--- src/rtl/ddr_burst_pkg.sv ---
// Shared types and constants for the DDR burst responder.
package ddr_burst_pkg;

    typedef enum logic [2:0] {
        StIdle,
        StWr,
        StRd,
        StFin,
        StGap
    } state_e;

    localparam logic [2:0]  APP_CMD_WR        = 3'b000;
    localparam logic [2:0]  APP_CMD_RD        = 3'b001;
    localparam int unsigned DEFAULT_ADDR_STEP = 8;

endpackage

--- src/rtl/ddr_wr_fifo2.sv ---
// Two-entry write-beat FIFO; head is always visible on dout, storage clears on reset.
module ddr_wr_fifo2 #(
    parameter int unsigned WIDTH = 128
) (
    input  logic             clk,
    input  logic             rst,
    input  logic             push,
    input  logic             pop,
    input  logic [WIDTH-1:0] din,
    output logic [WIDTH-1:0] dout,
    output logic [1:0]       count,
    output logic             empty
);

    logic [WIDTH-1:0] mem_q [2];
    logic [WIDTH-1:0] mem_d [2];
    logic             wptr_q, wptr_d;
    logic             rptr_q, rptr_d;
    logic [1:0]       cnt_q, cnt_d;
    logic             do_push, do_pop;

    // A push into a full FIFO is only legal when the head leaves the same cycle.
    assign do_pop  = pop && (cnt_q != 2'd0);
    assign do_push = push && ((cnt_q != 2'd2) || do_pop);

    always_comb begin
        mem_d  = mem_q;
        wptr_d = wptr_q;
        rptr_d = rptr_q;
        if (do_push) begin
            mem_d[wptr_q] = din;
            wptr_d        = ~wptr_q;
        end
        if (do_pop) begin
            rptr_d = ~rptr_q;
        end
        cnt_d = cnt_q + 2'(do_push) - 2'(do_pop);
    end

    always_ff @(posedge clk or posedge rst) begin
        if (rst) begin
            mem_q  <= '{default: '0};
            wptr_q <= 1'b0;
            rptr_q <= 1'b0;
            cnt_q  <= 2'd0;
        end else begin
            mem_q  <= mem_d;
            wptr_q <= wptr_d;
            rptr_q <= rptr_d;
            cnt_q  <= cnt_d;
        end
    end

    assign dout  = mem_q[rptr_q];
    assign count = cnt_q;
    assign empty = (cnt_q == 2'd0);

endmodule

--- src/rtl/ddr_burst_responder.sv ---
// Bridges one cache-side read/write burst at a time onto the DDR controller app port.
// Define DDR_BURST_STAT_EN to add burst/cycle/stall statistics outputs.
module ddr_burst_responder
    import ddr_burst_pkg::*;
#(
    parameter int unsigned DDR_DATA_WIDTH = 128,
    parameter int unsigned DDR_ADDR_WIDTH = 28,
    parameter int unsigned ADDR_STEP      = DEFAULT_ADDR_STEP
) (
    input  logic                        mem_clk,
    input  logic                        rst,
    input  logic                        rd_burst_req,
    input  logic                        wr_burst_req,
    input  logic [9:0]                  rd_burst_len,
    input  logic [9:0]                  wr_burst_len,
    input  logic [DDR_ADDR_WIDTH-1:0]   rd_burst_addr,
    input  logic [DDR_ADDR_WIDTH-1:0]   wr_burst_addr,
    output logic                        rd_burst_data_valid,
    output logic                        wr_burst_data_req,
    output logic [DDR_DATA_WIDTH-1:0]   rd_burst_data,
    input  logic [DDR_DATA_WIDTH-1:0]   wr_burst_data,
    output logic                        rd_burst_finish,
    output logic                        wr_burst_finish,
`ifdef DDR_BURST_STAT_EN
    output logic [31:0]                 burst_cnt,
    output logic [15:0]                 last_burst_cycles,
    output logic [31:0]                 stall_cycles,
`endif
    input  logic                        init_calib_complete,
    output logic [DDR_ADDR_WIDTH-1:0]   app_addr,
    output logic [2:0]                  app_cmd,
    output logic                        app_en,
    input  logic                        app_rdy,
    output logic [DDR_DATA_WIDTH-1:0]   app_wdf_data,
    output logic                        app_wdf_wren,
    output logic                        app_wdf_end,
    output logic [DDR_DATA_WIDTH/8-1:0] app_wdf_mask,
    input  logic                        app_wdf_rdy,
    input  logic [DDR_DATA_WIDTH-1:0]   app_rd_data,
    input  logic                        app_rd_data_valid
);

    localparam logic [DDR_ADDR_WIDTH-1:0] STEP = DDR_ADDR_WIDTH'(ADDR_STEP);

    state_e                      state_q, state_d;
    logic [DDR_ADDR_WIDTH-1:0]   addr_q, addr_d;
    logic [9:0]                  len_q, len_d;
    logic [9:0]                  req_cnt_q, req_cnt_d;
    logic [9:0]                  done_cnt_q, done_cnt_d;
    logic                        is_wr_q, is_wr_d;
    logic                        pend_q, pend_d;
    logic [DDR_DATA_WIDTH-1:0]   rd_data_q, rd_data_d;
    logic                        rd_valid_q, rd_valid_d;

    logic [DDR_DATA_WIDTH-1:0]   fifo_dout;
    logic [1:0]                  fifo_cnt;
    logic                        fifo_empty;
    logic [1:0]                  occ;
    logic                        wr_beat_go;
    logic                        wr_req_go;
    logic                        rd_pending;
    logic                        rd_cmd_go;
    logic                        rd_beat_in;

    ddr_wr_fifo2 #(
        .WIDTH (DDR_DATA_WIDTH)
    ) u_wr_fifo (
        .clk   (mem_clk),
        .rst   (rst),
        .push  (pend_q),
        .pop   (wr_beat_go),
        .din   (wr_burst_data),
        .dout  (fifo_dout),
        .count (fifo_cnt),
        .empty (fifo_empty)
    );

    assign wr_beat_go = (state_q == StWr) && !fifo_empty && app_rdy && app_wdf_rdy;
    // Occupancy counts beats already requested but not yet pushed, net of this cycle's pop,
    // which is what lets the two-entry FIFO sustain one beat per cycle.
    assign occ        = fifo_cnt + 2'(pend_q) - 2'(wr_beat_go);
    assign wr_req_go  = (state_q == StWr) && (req_cnt_q < len_q) && (occ < 2'd2);
    assign rd_pending = (state_q == StRd) && (req_cnt_q < len_q);
    assign rd_cmd_go  = rd_pending && app_rdy;
    assign rd_beat_in = (state_q == StRd) && app_rd_data_valid;

    always_ff @(posedge mem_clk or posedge rst) begin
        if (rst) begin
            state_q    <= StIdle;
            addr_q     <= '0;
            len_q      <= '0;
            req_cnt_q  <= '0;
            done_cnt_q <= '0;
            is_wr_q    <= 1'b0;
            pend_q     <= 1'b0;
            rd_data_q  <= '0;
            rd_valid_q <= 1'b0;
        end else begin
            state_q    <= state_d;
            addr_q     <= addr_d;
            len_q      <= len_d;
            req_cnt_q  <= req_cnt_d;
            done_cnt_q <= done_cnt_d;
            is_wr_q    <= is_wr_d;
            pend_q     <= pend_d;
            rd_data_q  <= rd_data_d;
            rd_valid_q <= rd_valid_d;
        end
    end

    always_comb begin
        state_d    = state_q;
        addr_d     = addr_q;
        len_d      = len_q;
        req_cnt_d  = req_cnt_q;
        done_cnt_d = done_cnt_q;
        is_wr_d    = is_wr_q;
        pend_d     = wr_req_go;
        rd_valid_d = rd_beat_in;
        rd_data_d  = rd_beat_in ? app_rd_data : rd_data_q;

        unique case (state_q)
            StIdle: begin
                req_cnt_d  = '0;
                done_cnt_d = '0;
                if (init_calib_complete && (wr_burst_req || rd_burst_req)) begin
                    is_wr_d = wr_burst_req;
                    addr_d  = wr_burst_req ? wr_burst_addr : rd_burst_addr;
                    len_d   = wr_burst_req ? wr_burst_len : rd_burst_len;
                    if (len_d == '0) begin
                        state_d = StFin;
                    end else begin
                        state_d = wr_burst_req ? StWr : StRd;
                    end
                end
            end
            StWr: begin
                if (wr_req_go) begin
                    req_cnt_d = req_cnt_q + 10'd1;
                end
                if (wr_beat_go) begin
                    addr_d     = addr_q + STEP;
                    done_cnt_d = done_cnt_q + 10'd1;
                end
                if (done_cnt_q == len_q) begin
                    state_d = StFin;
                end
            end
            StRd: begin
                if (rd_cmd_go) begin
                    req_cnt_d = req_cnt_q + 10'd1;
                    addr_d    = addr_q + STEP;
                end
                if (rd_beat_in) begin
                    done_cnt_d = done_cnt_q + 10'd1;
                end
                // Registered compare: the last beat is already on rd_burst_data this cycle.
                if (done_cnt_q == len_q) begin
                    state_d = StFin;
                end
            end
            StFin:   state_d = StGap;
            StGap:   state_d = StIdle;
            default: state_d = StIdle;
        endcase
    end

    always_comb begin
        app_en            = 1'b0;
        app_cmd           = APP_CMD_WR;
        app_wdf_wren      = 1'b0;
        app_wdf_end       = 1'b0;
        wr_burst_data_req = 1'b0;
        rd_burst_finish   = 1'b0;
        wr_burst_finish   = 1'b0;
        unique case (state_q)
            StWr: begin
                app_en            = !fifo_empty;
                app_wdf_wren      = !fifo_empty;
                app_wdf_end       = !fifo_empty;
                wr_burst_data_req = wr_req_go;
            end
            StRd: begin
                app_en  = rd_pending;
                app_cmd = APP_CMD_RD;
            end
            StFin: begin
                wr_burst_finish = is_wr_q;
                rd_burst_finish = !is_wr_q;
            end
            default: ;
        endcase
    end

    assign app_addr            = addr_q;
    assign app_wdf_data        = fifo_dout;
    assign app_wdf_mask        = '0;
    assign rd_burst_data       = rd_data_q;
    assign rd_burst_data_valid = rd_valid_q;

`ifdef DDR_BURST_STAT_EN
    logic [31:0] burst_cnt_q, burst_cnt_d;
    logic [15:0] cur_cyc_q, cur_cyc_d;
    logic [15:0] last_cyc_q, last_cyc_d;
    logic [31:0] stall_q, stall_d;
    logic        active;

    assign active = (state_q == StWr) || (state_q == StRd);

    always_comb begin
        burst_cnt_d = burst_cnt_q + 32'(state_q == StFin);
        stall_d     = stall_q + 32'(active && !app_rdy);
        last_cyc_d  = (state_q == StFin) ? cur_cyc_q : last_cyc_q;
        cur_cyc_d   = cur_cyc_q;
        if (state_q == StIdle) begin
            cur_cyc_d = '0;
        end else if (active && (cur_cyc_q != '1)) begin
            cur_cyc_d = cur_cyc_q + 16'd1;
        end
    end

    always_ff @(posedge mem_clk or posedge rst) begin
        if (rst) begin
            burst_cnt_q <= '0;
            cur_cyc_q   <= '0;
            last_cyc_q  <= '0;
            stall_q     <= '0;
        end else begin
            burst_cnt_q <= burst_cnt_d;
            cur_cyc_q   <= cur_cyc_d;
            last_cyc_q  <= last_cyc_d;
            stall_q     <= stall_d;
        end
    end

    assign burst_cnt         = burst_cnt_q;
    assign last_burst_cycles = last_cyc_q;
    assign stall_cycles      = stall_q;
`endif

endmodule

--- config.mk ---
export PLATFORM = sky130hd
export DESIGN_NAME = ddr_burst_responder
export DESIGN_NICKNAME = d
export VERILOG_FILES = /design/src/rtl/ddr_burst_pkg.sv /design/src/rtl/ddr_wr_fifo2.sv /design/src/rtl/ddr_burst_responder.sv
export SDC_FILE = /design/constraint.sdc
export NUM_CORES = 1
export LEC_CHECK = 0
export CAP_MARGIN = 15
export CORE_AREA = 2 2 250 252
export DETAILED_ROUTE_END_ITERATION = 8
export DIE_AREA = 0 0 252 254
export GPL_TIMING_DRIVEN = 0
export PLACE_DENSITY = 0.59
export SYNTH_ARGS = -nofsm -noshare
export SYNTH_HDL_FRONTEND = slang
export SYNTH_SLANG_ARGS = --single-unit
--- constraint.sdc ---
create_clock -name mem_clk -period 36.3 [get_ports mem_clk]
set_input_delay 7.26 -clock mem_clk [delete_from_list [all_inputs] [get_ports mem_clk]]
set_output_delay 7.26 -clock mem_clk [all_outputs]
set_load 0.01 [all_outputs]
Word level (Yosys, flattened, before mapping)
Cells that the tools add are included.
{"block": "word_totals", "ff_bits": 452, "latch_bits": 0, "ram_bits": 0, "rom_bits": 0, "inputBits": 340, "output_inout_bits": 310, "wordCells": 97, "n_memories": 0}
{"block": "op_classes", "addsub": 7, "multipliers": 0, "div": 0, "magnitude_cmp": 5, "eq_ne": 11, "n_shift": 0, "mux": 29, "bitwise": 4, "reduce_logical": 27}
{"op": "$mux W128", "count": 4}
{"op": "$bwmux W256", "count": 1}
{"op": "$demux W128 S1", "count": 1}
{"op": "$mux W28", "count": 4}
{"op": "$pmux W28 S3", "count": 1}
{"op": "$pmux W10 S3", "count": 2}
{"op": "$mux W10", "count": 5}
{"op": "$add A28 B4 Y28 const B", "count": 1}
{"op": "$add A10 B1 Y10 const B", "count": 2}
{"op": "$logic_and A1 B1 Y1", "count": 12}
{"op": "$eq A10 B10 Y1", "count": 1}
{"op": "$logic_not A10 Y1", "count": 1}
{"op": "$lt A10 B10 Y1", "count": 1}
{"op": "$ne A2 B2 Y1 const B", "count": 5}
{"op": "$pmux W3 S3", "count": 1}
{"op": "$eq A3 B2 Y1 const B", "count": 2}
{"op": "$mux W3", "count": 2}
{"op": "$reduce_and A3 Y1", "count": 2}
{"op": "$mux W1", "count": 5}
{"op": "$add A2 B1 Y2", "count": 2}
{"op": "$ge A2 B2 Y1 const B", "count": 2}
{"op": "$mux W2", "count": 2}
{"op": "$ne A2 B1 Y1 const B", "count": 2}
{"op": "$not A1 Y2", "count": 2}
{"op": "other kinds (15)", "count": 20}

Depth between registers and ports, before layout
Gate-level depths: netlist (run 1).
{"block": "depth", "ltp_word": 10, "mapped_depth": 12, "mapped_depth_nobuf": 11}

Cells and area by module
From an unflattened synthesis (run 1), not the netlist that was laid out.
{"block": "unflattened", "hier_cells": 1487, "hier_area_um2": 20597.3}
{"mod": "ddr_wr_fifo2", "instances": 1, "cells_each": 708, "area_per_inst_um2": 11394.7}
{"mod": "ddr_burst_responder", "instances": 1, "cells_each": 779, "area_per_inst_um2": 9202.6}

Worst setup path before layout (run 1)
No wires, ideal clock.
{"block": "synth_timing", "path_type": "input-to-output", "startpoint": "input app_wdf_rdy", "endpoint": "output wr_burst_data_req", "arrival_ns": 8.274, "path_slack_ns": 20.766, "cell_stages": 6, "path_buffers": 0, "cell_sequence": "nand2_1 -> nor2_1 -> ha_1 -> nor2b_1 -> xnor2_1 -> nor3_1"}
{"block": "synth_via", "elab_chain_cells": 5}
{"element": "start: declaration", "line": "ddr_burst_responder.sv:38", "source": "input logic app_wdf_rdy,"}
{"element": "$logic_and A1 B1 Y1", "line": "ddr_burst_responder.sv:78", "source": "assign wr_beat_go = (state_q == StWr) && !fifo_empty && app_rdy && app_wdf_rdy;"}
{"element": "$sub A2 B1 Y2", "line": "ddr_burst_responder.sv:81", "source": "assign occ = fifo_cnt + 2'(pend_q) - 2'(wr_beat_go);"}
{"element": "$lt A2 B2 Y1", "line": "ddr_burst_responder.sv:82", "source": "assign wr_req_go = (state_q == StWr) && (req_cnt_q < len_q) && (occ < 2'd2);"}
{"element": "$logic_and A1 B1 Y1", "line": "ddr_burst_responder.sv:82"}
{"element": "$mux W1", "line": "ddr_burst_responder.sv:176", "source": "unique case (state_q)"}
{"element": "end: declaration", "line": "ddr_burst_responder.sv:19", "source": "output logic wr_burst_data_req,"}
Every way passes these cells.

Worst setup path after layout (run 1)
{"block": "layout_timing", "startpoint": "input app_rdy", "endpoint": "output wr_burst_data_req"}
{"block": "layout_via", "elab_chain_cells": 6}
{"element": "start: declaration", "line": "ddr_burst_responder.sv:33", "source": "input logic app_rdy,"}
{"element": "$logic_and A1 B1 Y1 (2 in series)", "line": "ddr_burst_responder.sv:78"}
{"element": "$sub A2 B1 Y2", "line": "ddr_burst_responder.sv:81"}
{"element": "$lt A2 B2 Y1", "line": "ddr_burst_responder.sv:82"}
{"element": "$logic_and A1 B1 Y1", "line": "ddr_burst_responder.sv:82"}
{"element": "$mux W1", "line": "ddr_burst_responder.sv:176"}
Every way passes these cells.

==> results.ini, run 1 <==
[placed_design]
dp_hpwl_microns=50780
place_inst=2943
port_buffers=630
gp_congestion=0.8923

[sta]
tightest_slew_ns=0.9662
final_hold_viol_count=0
fin_crit_ns=16.77
finalSetupViolations=0
slew_headroom=0.3559
fin_crit_sh=0.4619
fin_skew_ns=0.02779
max_freq_mhz=59.64
drv_slew=0
setup-tns-final_ns=0
rsz0062_at_grt=false

[cts]
postCtsSetupBuffers=0
hold_buffers=0
clockBufferDepth=3
cts_root_buf=clkbuf_16
cts_buffers=53
ctsResizeCount=0
clock_sinks=452
htreeDepth=2
clkTransAtPathRegs_ns=0.06
cts_tree=yes
clock_latency_ns=0.60

[grt]
grt_max_degree=125
grt_overflow=0
grtUsageTotal=0.2073
grt_antenna_before_repair=15
grt_first_pass_wirelength_microns=100800
grt_pass1_vias=16016

[floorplan]
die_h_microns=254
dieWidth_microns=252
pin_count=650
die_area_sq_um=64010
core-area_sq_um=61260
start_util=0.3493
num_rows=91

[synthesis]
synth_top_family_by_area=multiplexers
synth_area_leaders=dfrtp_1, mux2_2, mux2_4
syn_area_per_cell_sq_um=14.24
synth.ff_latch_count=452
synthXorXnorAreaFrac=0.009006
synth_most_common_cell=dfrtp_1
ys.flop_type=dfrtp_1
synth_cells=1502
synth_compound_area_frac=0.04486
synthMuxAreaShare=0.3244
synth_warnings=0
synthArstFlopShare=1.000
synth.top_cell.area_share=0.5287
synth_common_cells=dfrtp_1, mux2_2, mux2_4
synth_enable_flop_cells=0
synth_fa_ha_area_frac=0.01158
synth_area_sq_um=21390
synth.distinct_cells=72
yosysSeqAreaShare=0.5287
synthSimpleGateAreaFrac=0.04275
yosys.area.top_type=dfrtp_1

[critical_path]
critPathCaptureType=output port
arrival_ns=9.51
rr_worst_depth=12
cp-start-kind=input pin
cp_data_required_time_ns=29.04
crit_fanout=5
crit_type=input pin to output port

[detailed_routing]
drc_errors=0
routedWlPerCell_microns=22.29
vias_per_cell=4.921
drtAntennaViolNets=0
drtPass1Iterations=5
num_vias=15004
drtIter0Drc=648
drt_wl_total_microns=67970

[outcome]
status=complete, no violations

[min_path]
worstHoldPathType=flop to flop
min_path_cells=1

[cells_and_area]
fin_util=0.5015
final_nets=2563
stdcell_count=3049
drive_gt1_frac=0.3008
syn2layout_area_growth_pct=43.58

[power_and_ir_drop]
irDropWorstVdd_v=0.00004081
powerDensity_nw_per_um2=92.77
fin_total_pwr_uw=2850
leakagePower_uw=0.01367

[flow_run]
max_cap_viol_count=0

[critical path: stages]
cell and delay (ns):
clkdlybuf4s50_1 0.47, nand2_1 0.15, nor2_1 0.28, ha_1 0.29, nor2b_1 0.14, xnor2_1 0.12, nor3_1 0.16, clkdlybuf4s50_1 0.64
[flip-flops by register name, indices dropped and copies added (netlist names)]
| register | cells |
|---|---|
| app_addr | 28 |
| done_cnt_q | 10 |
| is_wr_q | 1 |
| len_q | 10 |
| pend_q | 1 |
| rd_burst_data | 128 |
| rd_burst_data_valid | 1 |
| req_cnt_q | 10 |
| state_q | 3 |
| u_wr_fifo.count | 2 |
| u_wr_fifo.mem_q | 256 |
| u_wr_fifo.rptr_q | 1 |
| u_wr_fifo.wptr_q | 1 |
[cell type report]
class	count	area, sq um
Inverter	24	97.59
Timing Repair Buffer	634	6416
Antenna cell	8	20.02
Clock inverter	14	201.4
Sequential cell	452	11310
Multi-Input combinational cell	938	9323
Buffer	105	734.5
Clock buffer	84	1625
Fill cell	5339	30540
Tap cell	790	988.4
[metrics by stage]
step                hold slack (ns)  setup slack, ns  cell area [sq um]
floorplan                    0.4543            16.44              21460
global placement             0.4633            10.70              28750
detailed placement           0.4737            19.51              28870
CTS                          0.4856            19.49              30700
global route                 0.5046            19.33              30710
finish                       0.4855            19.53              30720
[cells in the final DEF, fill, tap and decap left out, drive strengths merged, types with 5 or more instances in the layout]
cell	synthesis	routed
nand4	10	10
clkdlybuf4s50	0	630
o21ai	39	39
nand2b	5	5
or3	7	7
clkbuf	25	109
ha	15	15
nor2	24	24
a21o	5	5
nand3	23	23
nand2	62	62
conb	1	18
clkinv	0	7
mux2i	21	21
o22ai	9	9
diode	0	8
nor3	9	9
o31ai	7	7
a21oi	28	28
dfrtp	452	452
nor2b	5	5
a31oi	23	23
bufinv	0	5
inv	24	25
xnor2	8	8
and3	6	6
xor2	14	14
and4	5	5
buf	80	84
maj3	6	6
nor4	7	7
mux2	531	531
[report_power, final]
part	internal (uW)	total, uW	leakage [uW]	switching (uW)
logic	815	1390	0.00735	574
clock network	341	558	0.000899	217
registers	752	903	0.00542	151
[per-layer routing]
layer | GRT usage | vias to the layer above | wire, microns
met4 | 0.05866 | 14 | 1648
met5 | 0 | - | 103
met2 | 0.3551 | 493 | 33420
met1 | 0.2523 | 7581 | 27900
met3 | 0.06248 | 113 | 4902
li1 | - | 6803 | -
[cells by family (layout without fill, tap and decap cells)]
family | Yosys count | count (layout)
compound gates | 147 | 147
xor+xnor | 22 | 22
fa+ha+maj | 21 | 21
buf+inv | 129 | 861
flops | 452 | 452
mux | 552 | 552
other cells | 1 | 26
simple gates | 178 | 178
[worst paths after layout]
path                       slack, ns                         start                               to
setup / recovery               19.53                       app_rdy                wr_burst_data_req
hold / removal                  0.49  u_wr_fifo.wptr_q$_DFFE_PP0P_     u_wr_fifo.wptr_q$_DFFE_PP0P_
setup reg to reg               32.91        state_q[1]$_DFFE_PP0P_         req_cnt_q[9]$_DFFE_PP0P_
hold reg to reg                 0.49  u_wr_fifo.wptr_q$_DFFE_PP0P_     u_wr_fifo.wptr_q$_DFFE_PP0P_
max in group asynchronous      27.85                           rst  u_wr_fifo.mem_q[78]$_DFFE_PP0P_
min in group asynchronous       7.09                           rst   rd_burst_data[102]$_DFFE_PP0P_
No activity file was read; power rests on OpenSTA's default activity.
==> run 2, diff against run 1 <==
Settings changed: CORE_AREA 2 2 250 252 to 2 2 256 258, DIE_AREA 0 0 252 254 to 0 0 258 260, PLACE_DENSITY 0.59 to 0.57.
Clock period 36.3 ns to 17.1 ns, I/O delays scaled along.
==> run 2 against run 1 <==
Compared with the run above:
- first-iteration DRC count fell by 0.77%
- critical path type unchanged
- setup slack got worse by 12 ns
- non-clock buffer count fell by 1
- die area rose by 4.8%
- wire length fell by 1.3%
- core utilization fell by 2.2 points
==> results.ini, run 2 (same netlist as run 1, synthesis figures left out) <==
[outcome]
status=complete, no violations  ; unchanged

[cts]
hold_buffers=0  ; unchanged
cts_root_buf=clkbuf_16  ; unchanged
cts_tree=yes  ; unchanged
clockBufferDepth=3  ; unchanged
clock_sinks=452  ; unchanged
ctsResizeCount=0  ; unchanged
htreeDepth=2  ; unchanged
cts_buffers=53  ; unchanged
clock_latency_ns=0.60  ; about the same
clkTransAtPathRegs_ns=0.05  ; was 0.06 ns
postCtsSetupBuffers=0  ; unchanged

[detailed_routing]
wl_met1_microns=26950  ; was 27900 microns
drtIter0Drc=643  ; was 648
routed-wl-met2_microns=32920  ; was 33420 microns
drtPass1Iterations=5  ; unchanged
drc_errors=0  ; unchanged
drt_wl_total_microns=67080  ; was 67970 microns
top_layer=met5  ; unchanged
num_vias=14978  ; was 15004
drtAntennaViolNets=0  ; unchanged
met3_length_microns=5042  ; was 4902 microns
vias_per_cell=4.810  ; was 4.921
routedWlPerCell_microns=21.54  ; was 22.29 microns

[critical_path]
cp_data_required_time_ns=13.68  ; was 29.04 ns
crit_type=input pin to output port  ; unchanged
critPathCaptureType=output port  ; unchanged
rr_worst_depth=12  ; unchanged
arrival_ns=5.77  ; was 9.51 ns
crit_fanout=5  ; unchanged
cp-start-kind=input pin  ; unchanged

[sta]
fin_crit_ns=9.185
fin_skew_ns=0.01994  ; was 0.02779 ns
max_freq_mhz=108.9
final_hold_viol_count=0  ; unchanged
setup-tns-final_ns=0  ; unchanged
finalSetupViolations=0  ; unchanged
slew_headroom=0.3531  ; was 0.3559
whs_ns=0.4787  ; was 0.4855 ns
drv_slew=0  ; unchanged
fin_crit_sh=0.5372
rsz0062_at_grt=false  ; unchanged
tightest_slew_ns=0.9704  ; was 0.9662 ns

[floorplan]
num_rows=93  ; was 91
core-area_sq_um=64120  ; was 61260 sq um
start_util=0.3337  ; was 0.3493
die_h_microns=260  ; was 254 microns
pin_count=650  ; unchanged
die_area_sq_um=67080  ; was 64010 sq um
dieWidth_microns=258  ; was 252 microns

[power_and_ir_drop]
clockPowerShare=0.193  ; was 0.196
power_frac_seq=0.318  ; was 0.317
powerDensity_nw_per_um2=195.4  ; was 92.77 nW/um^2
switchingPower_uw=1984  ; was 941.6 uW
leakagePower_uw=0.01366  ; was 0.01367 uW
switching_share=0.3302  ; was 0.3304
fin_total_pwr_uw=6009  ; was 2850 uW
p_int_uw=4025  ; was 1908 uW
power_frac_comb=0.489  ; was 0.487
irDropWorstVdd_v=0.00008173  ; was 0.00004081 V

[flow_run]
max_cap_viol_count=0  ; unchanged

[cells_and_area]
drive_gt1_frac=0.3013  ; was 0.3008
layout_commonest_cell=clkdlybuf4s50_1  ; unchanged
largest_reg_flops=256  ; unchanged
final_nets=2562  ; was 2563
syn2layout_area_growth_pct=43.73  ; was 43.58%
nFillCells=5649  ; was 5339
top_register=u_wr_fifo.mem_q  ; unchanged
final_cell_mix=clkdlybuf4s50_1, dfrtp_1, mux2_2  ; unchanged

[min_path]
min_path_cells=1  ; unchanged
worstHoldPathType=flop to flop  ; unchanged

[grt]
grt_pass1_vias=16125  ; was 16016
grt_antenna_before_repair=17  ; was 15
grt_max_degree=125  ; unchanged
grt_first_pass_wirelength_microns=101300  ; was 100800 microns
grt_overflow=0  ; unchanged
grtUsageTotal=0.1965  ; was 0.2073

[placed_design]
gp_congestion=0.8987  ; was 0.8923
dp_hpwl_microns=50650  ; was 50780 microns
port_buffers=630  ; unchanged

run 2: critical path: stages:
cell and delay (ns):
clkdlybuf4s50_1 0.49, nand2_1 0.16, nor2_1 0.28, ha_1 0.29, nor2b_1 0.14, xnor2_1 0.13
nor3_1 0.22, clkdlybuf4s50_1 0.63
run 2: final timing paths:
| check | startpoint | to | slack [ns] |
|---|---|---|---|
| min in group asynchronous | rst | rd_burst_data[21]$_DFFE_PP0P_ | 3.43 |
| setup reg to reg | state_q[1]$_DFFE_PP0P_ | req_cnt_q[9]$_DFFE_PP0P_ | 13.78 |
| hold reg to reg | u_wr_fifo.wptr_q$_DFFE_PP0P_ | u_wr_fifo.wptr_q$_DFFE_PP0P_ | 0.48 |
| setup / recovery | app_rdy | wr_burst_data_req | 7.91 |
| hold / removal | u_wr_fifo.wptr_q$_DFFE_PP0P_ | u_wr_fifo.wptr_q$_DFFE_PP0P_ | 0.48 |
| max in group asynchronous | rst | u_wr_fifo.wptr_q$_DFFE_PP0P_ | 12.09 |
run 2: power by group through the flow:
stage	Sequential [uW]	Clock [uW]	Combinational, uW
floorplan	1930	0	1550
global placement	1890	0	2940
detailed placement	1920	0	2960
CTS	1910	1200	2980
global route	1980	1250	3140
finish	1910	1160	2940
run 2: cell type report:
type                            count  area, sq um  area share
Clock buffer                       80         1579     0.05135
Tap cell                          855         1070     0.03479
Sequential cell                   452        11310      0.3678
Timing Repair Buffer              633         6389      0.2078
Antenna cell                        9        22.52   0.0007324
Multi-Input combinational cell    938         9323      0.3032
Inverter                           24        97.59    0.003174
Buffer                            105        734.5     0.02389
Clock inverter                     18        224.0    0.007284
run 2: routing by layer:
layer / vias to the layer above / track usage
met3: 129 / 0.06189
met1: 7523 / 0.2341
li1: 6814 / -
met4: 16 / 0.06920
met5: - / 0
met2: 496 / 0.3343
run 2: metrics by stage:
step           worst slack, ns  cells  instance area (sq um)    util
2_1_floorplan            1.081   1519                  21460       -
3_3_place_gp            -4.687   3004                  28830  0.4497
3_5_place_dp             7.873   3007                  28920  0.4511
4_1_cts                  7.855   3105                  30730  0.4792
5_1_grt                  7.745   3113                  30750  0.4796
6_report                 7.915   3114                  30750  0.4796
==> run 3, diff against run 2 <==
Clock period 17.1 ns to 9.5 ns, I/O delays scaled along.
==> run 3 against run 2 <==
Compared with the run above:
- register-to-register slack lost 7.6 ns
- global-route usage grew 0.38 points
- design area grew 0.24%
- first-iteration DRC count grew 34%
- clock skew grew 0.0020 ns
- die area is the same
- power grew 79%
- clock power grew 75%
- count of clock-buffer cells in the layout grew 1
- sequential power grew 80%
- largest cell class unchanged
- largest power group unchanged
- highest routed layer unchanged
==> results.ini, run 3 (same netlist as run 1, synthesis figures left out) <==
[sta]
fin_skew_ns=0.02192  ; was 0.01994 ns
drv_slew=0  ; unchanged
final_hold_viol_count=0  ; unchanged
slew_headroom=0.3346  ; was 0.3531
fin_crit_sh=0.6384
tightest_slew_ns=0.9889  ; was 0.9704 ns
rsz0062_at_grt=false  ; unchanged
setup_ws_ns=3.435  ; was 7.915 ns
fin_crit_ns=6.065
whs_ns=0.4846  ; was 0.4787 ns
finalSetupViolations=0  ; unchanged
max_freq_mhz=164.9

[cells_and_area]
drive_gt1_frac=0.3032  ; was 0.3013
layout_commonest_cell=clkdlybuf4s50_1  ; unchanged
top_register=u_wr_fifo.mem_q  ; unchanged
largest_reg_flops=256  ; unchanged
final_nets=2569  ; was 2562
final_area_sq_um=30820  ; was 30750 sq um
stdcell_count=3118  ; was 3114
final_cell_mix=clkdlybuf4s50_1, dfrtp_1, mux2_2  ; unchanged
syn2layout_area_growth_pct=44.08  ; was 43.73%

[critical_path]
cp-start-kind=input pin  ; unchanged
slowest_stage=clkdlybuf4s50_1  ; unchanged
critPathTopFamily=buffers and inverters  ; unchanged
critPathMostFrequentCell=clkdlybuf4s50_1  ; unchanged
crit_fanout=5  ; unchanged
crit_type=input pin to output port  ; unchanged
cp_num_cells=8  ; unchanged
path_buf_inv=2  ; unchanged
critPathCaptureType=output port  ; unchanged
rr_worst_depth=12  ; unchanged
cp_data_required_time_ns=7.60  ; was 13.68 ns
worstPathCellList=clkdlybuf4s50_1 > nand2_1 > nor2_1 > ha_1 > nor2b_1 > xnor2_1 > nor3_1 > clkdlybuf4s50_1  ; unchanged
arrival_ns=4.16  ; was 5.77 ns
rrSetupSlack_ns=6.15  ; was 13.78 ns
cpPeakStageDelay_ns=0.61  ; was 0.63 ns

[grt]
grt_antenna_before_repair=10  ; was 17
grtUsageTotal=0.2002  ; was 0.1965
grt_pass1_vias=16042  ; was 16125
grt_first_pass_wirelength_microns=103000  ; was 101300 microns
grt_max_degree=43  ; was 125
grt_overflow=0  ; unchanged

[detailed_routing]
top_layer=met5  ; unchanged
drtPass1Iterations=5  ; unchanged
met3_length_microns=4898  ; was 5042 microns
drtAntennaViolNets=0  ; unchanged
drtIter0Drc=861  ; was 643
num_vias=14938  ; was 14978
wl_met1_microns=28310  ; was 26950 microns
drt_wl_total_microns=68380  ; was 67080 microns
routed-wl-met2_microns=33270  ; was 32920 microns
drc_errors=0  ; unchanged
vias_per_cell=4.791  ; was 4.810
routedWlPerCell_microns=21.93  ; was 21.54 microns

[placed_design]
gp_congestion=0.8906  ; was 0.8987
dp_hpwl_microns=52250  ; was 50650 microns
port_buffers=630  ; unchanged
place_inst=3016  ; was 3007
dp_slack_ns=3.430  ; was 7.873 ns
dpl_cell_area_sq_um=29080  ; was 28920 sq um

[flow_run]
max_cap_viol_count=0  ; unchanged

[outcome]
status=complete, no violations  ; unchanged

[floorplan]
die_h_microns=260  ; unchanged
core-area_sq_um=64120  ; unchanged
num_rows=93  ; unchanged
start_util=0.3337  ; unchanged
pin_count=650  ; unchanged
die_area_sq_um=67080  ; unchanged
dieWidth_microns=258  ; unchanged

[cts]
clkTransAtPathRegs_ns=0.05  ; about the same
clock_latency_ns=0.59  ; was 0.60 ns
clock_sinks=452  ; unchanged
postCtsSetupBuffers=0  ; unchanged
hold_buffers=0  ; unchanged
ctsResizeCount=0  ; unchanged
cts_tree=yes  ; unchanged
cts_buffers=51  ; was 53
cts_root_buf=clkbuf_16  ; unchanged
clockBufferDepth=3  ; unchanged
htreeDepth=2  ; unchanged

[power_and_ir_drop]
leakagePower_uw=0.01369  ; was 0.01366 uW
powerDensity_nw_per_um2=349.9  ; was 195.4 nW/um^2
irDropWorstVdd_v=0.0001346  ; was 0.00008173 V

[min_path]
worstHoldPathType=flop to flop  ; unchanged
min_path_cells=1  ; unchanged

[run 3: cell types whose count changed in the layout (fill, tap and decap cells not counted), moves of 2 or more]
cell        delta
clkinvlp_4     +2
buf_16         -3
buf_12        +12
clkinv_4       -2
clkbuf_8       +2
diode_2        -2
[run 3: through the flow]
step           TNS [ns]  utilization  power (uW)
2_1_floorplan         0            -        6264
3_3_place_gp    -746.14       0.4498        8713
3_5_place_dp          0       0.4535        8801
4_1_cts               0       0.4805       10920
5_1_grt               0       0.4807       11410
6_report              0       0.4808       10780
[run 3: worst paths after layout]
path                                                  start                               end
max reg2reg                          state_q[1]$_DFFE_PP0P_          req_cnt_q[9]$_DFFE_PP0P_
max in group asynchronous                               rst   u_wr_fifo.mem_q[98]$_DFFE_PP0P_
min in group asynchronous                               rst     rd_burst_data[93]$_DFFE_PP0P_
min                        u_wr_fifo.mem_q[226]$_DFFE_PP0P_  u_wr_fifo.mem_q[226]$_DFFE_PP0P_
min reg2reg                u_wr_fifo.mem_q[226]$_DFFE_PP0P_  u_wr_fifo.mem_q[226]$_DFFE_PP0P_
max                                                 app_rdy                 wr_burst_data_req
[run 3: report_power, final]
group	switching, uW	leakage [uW]	internal [uW]
registers	564	0.00542	2870
logic	2190	0.00741	3120
clock network	814	0.000858	1220
total	3570	0.0137	7210
[run 3: area by class of cell]
cell class	instances	area, sq um
Fill cell	5726	33290
Sequential cell	452	11310
Multi-Input combinational cell	938	9323
Timing Repair Buffer	642	6546
Clock buffer	81	1582
Tap cell	855	1070
Buffer	105	734.5
Clock inverter	14	147.6
Inverter	24	93.84
Antenna cell	7	17.52
[run 3: worst reg2reg max path, delay by kind of cell (launching register included)]
family	cells	cell delay, ns
buf+inv	1	0.15
flops	1	0.40
simple gates	5	1.08
xor+xnor	1	0.12
compound gates	4	1.18
fa+ha+maj	1	0.30
[run 3: routing by layer]
metal / vias to the layer above / global-route usage
met5: - / 0
met4: 6 / 0.06198
met3: 101 / 0.05780
met2: 495 / 0.3385
met1: 7511 / 0.2471
li1: 6825 / -
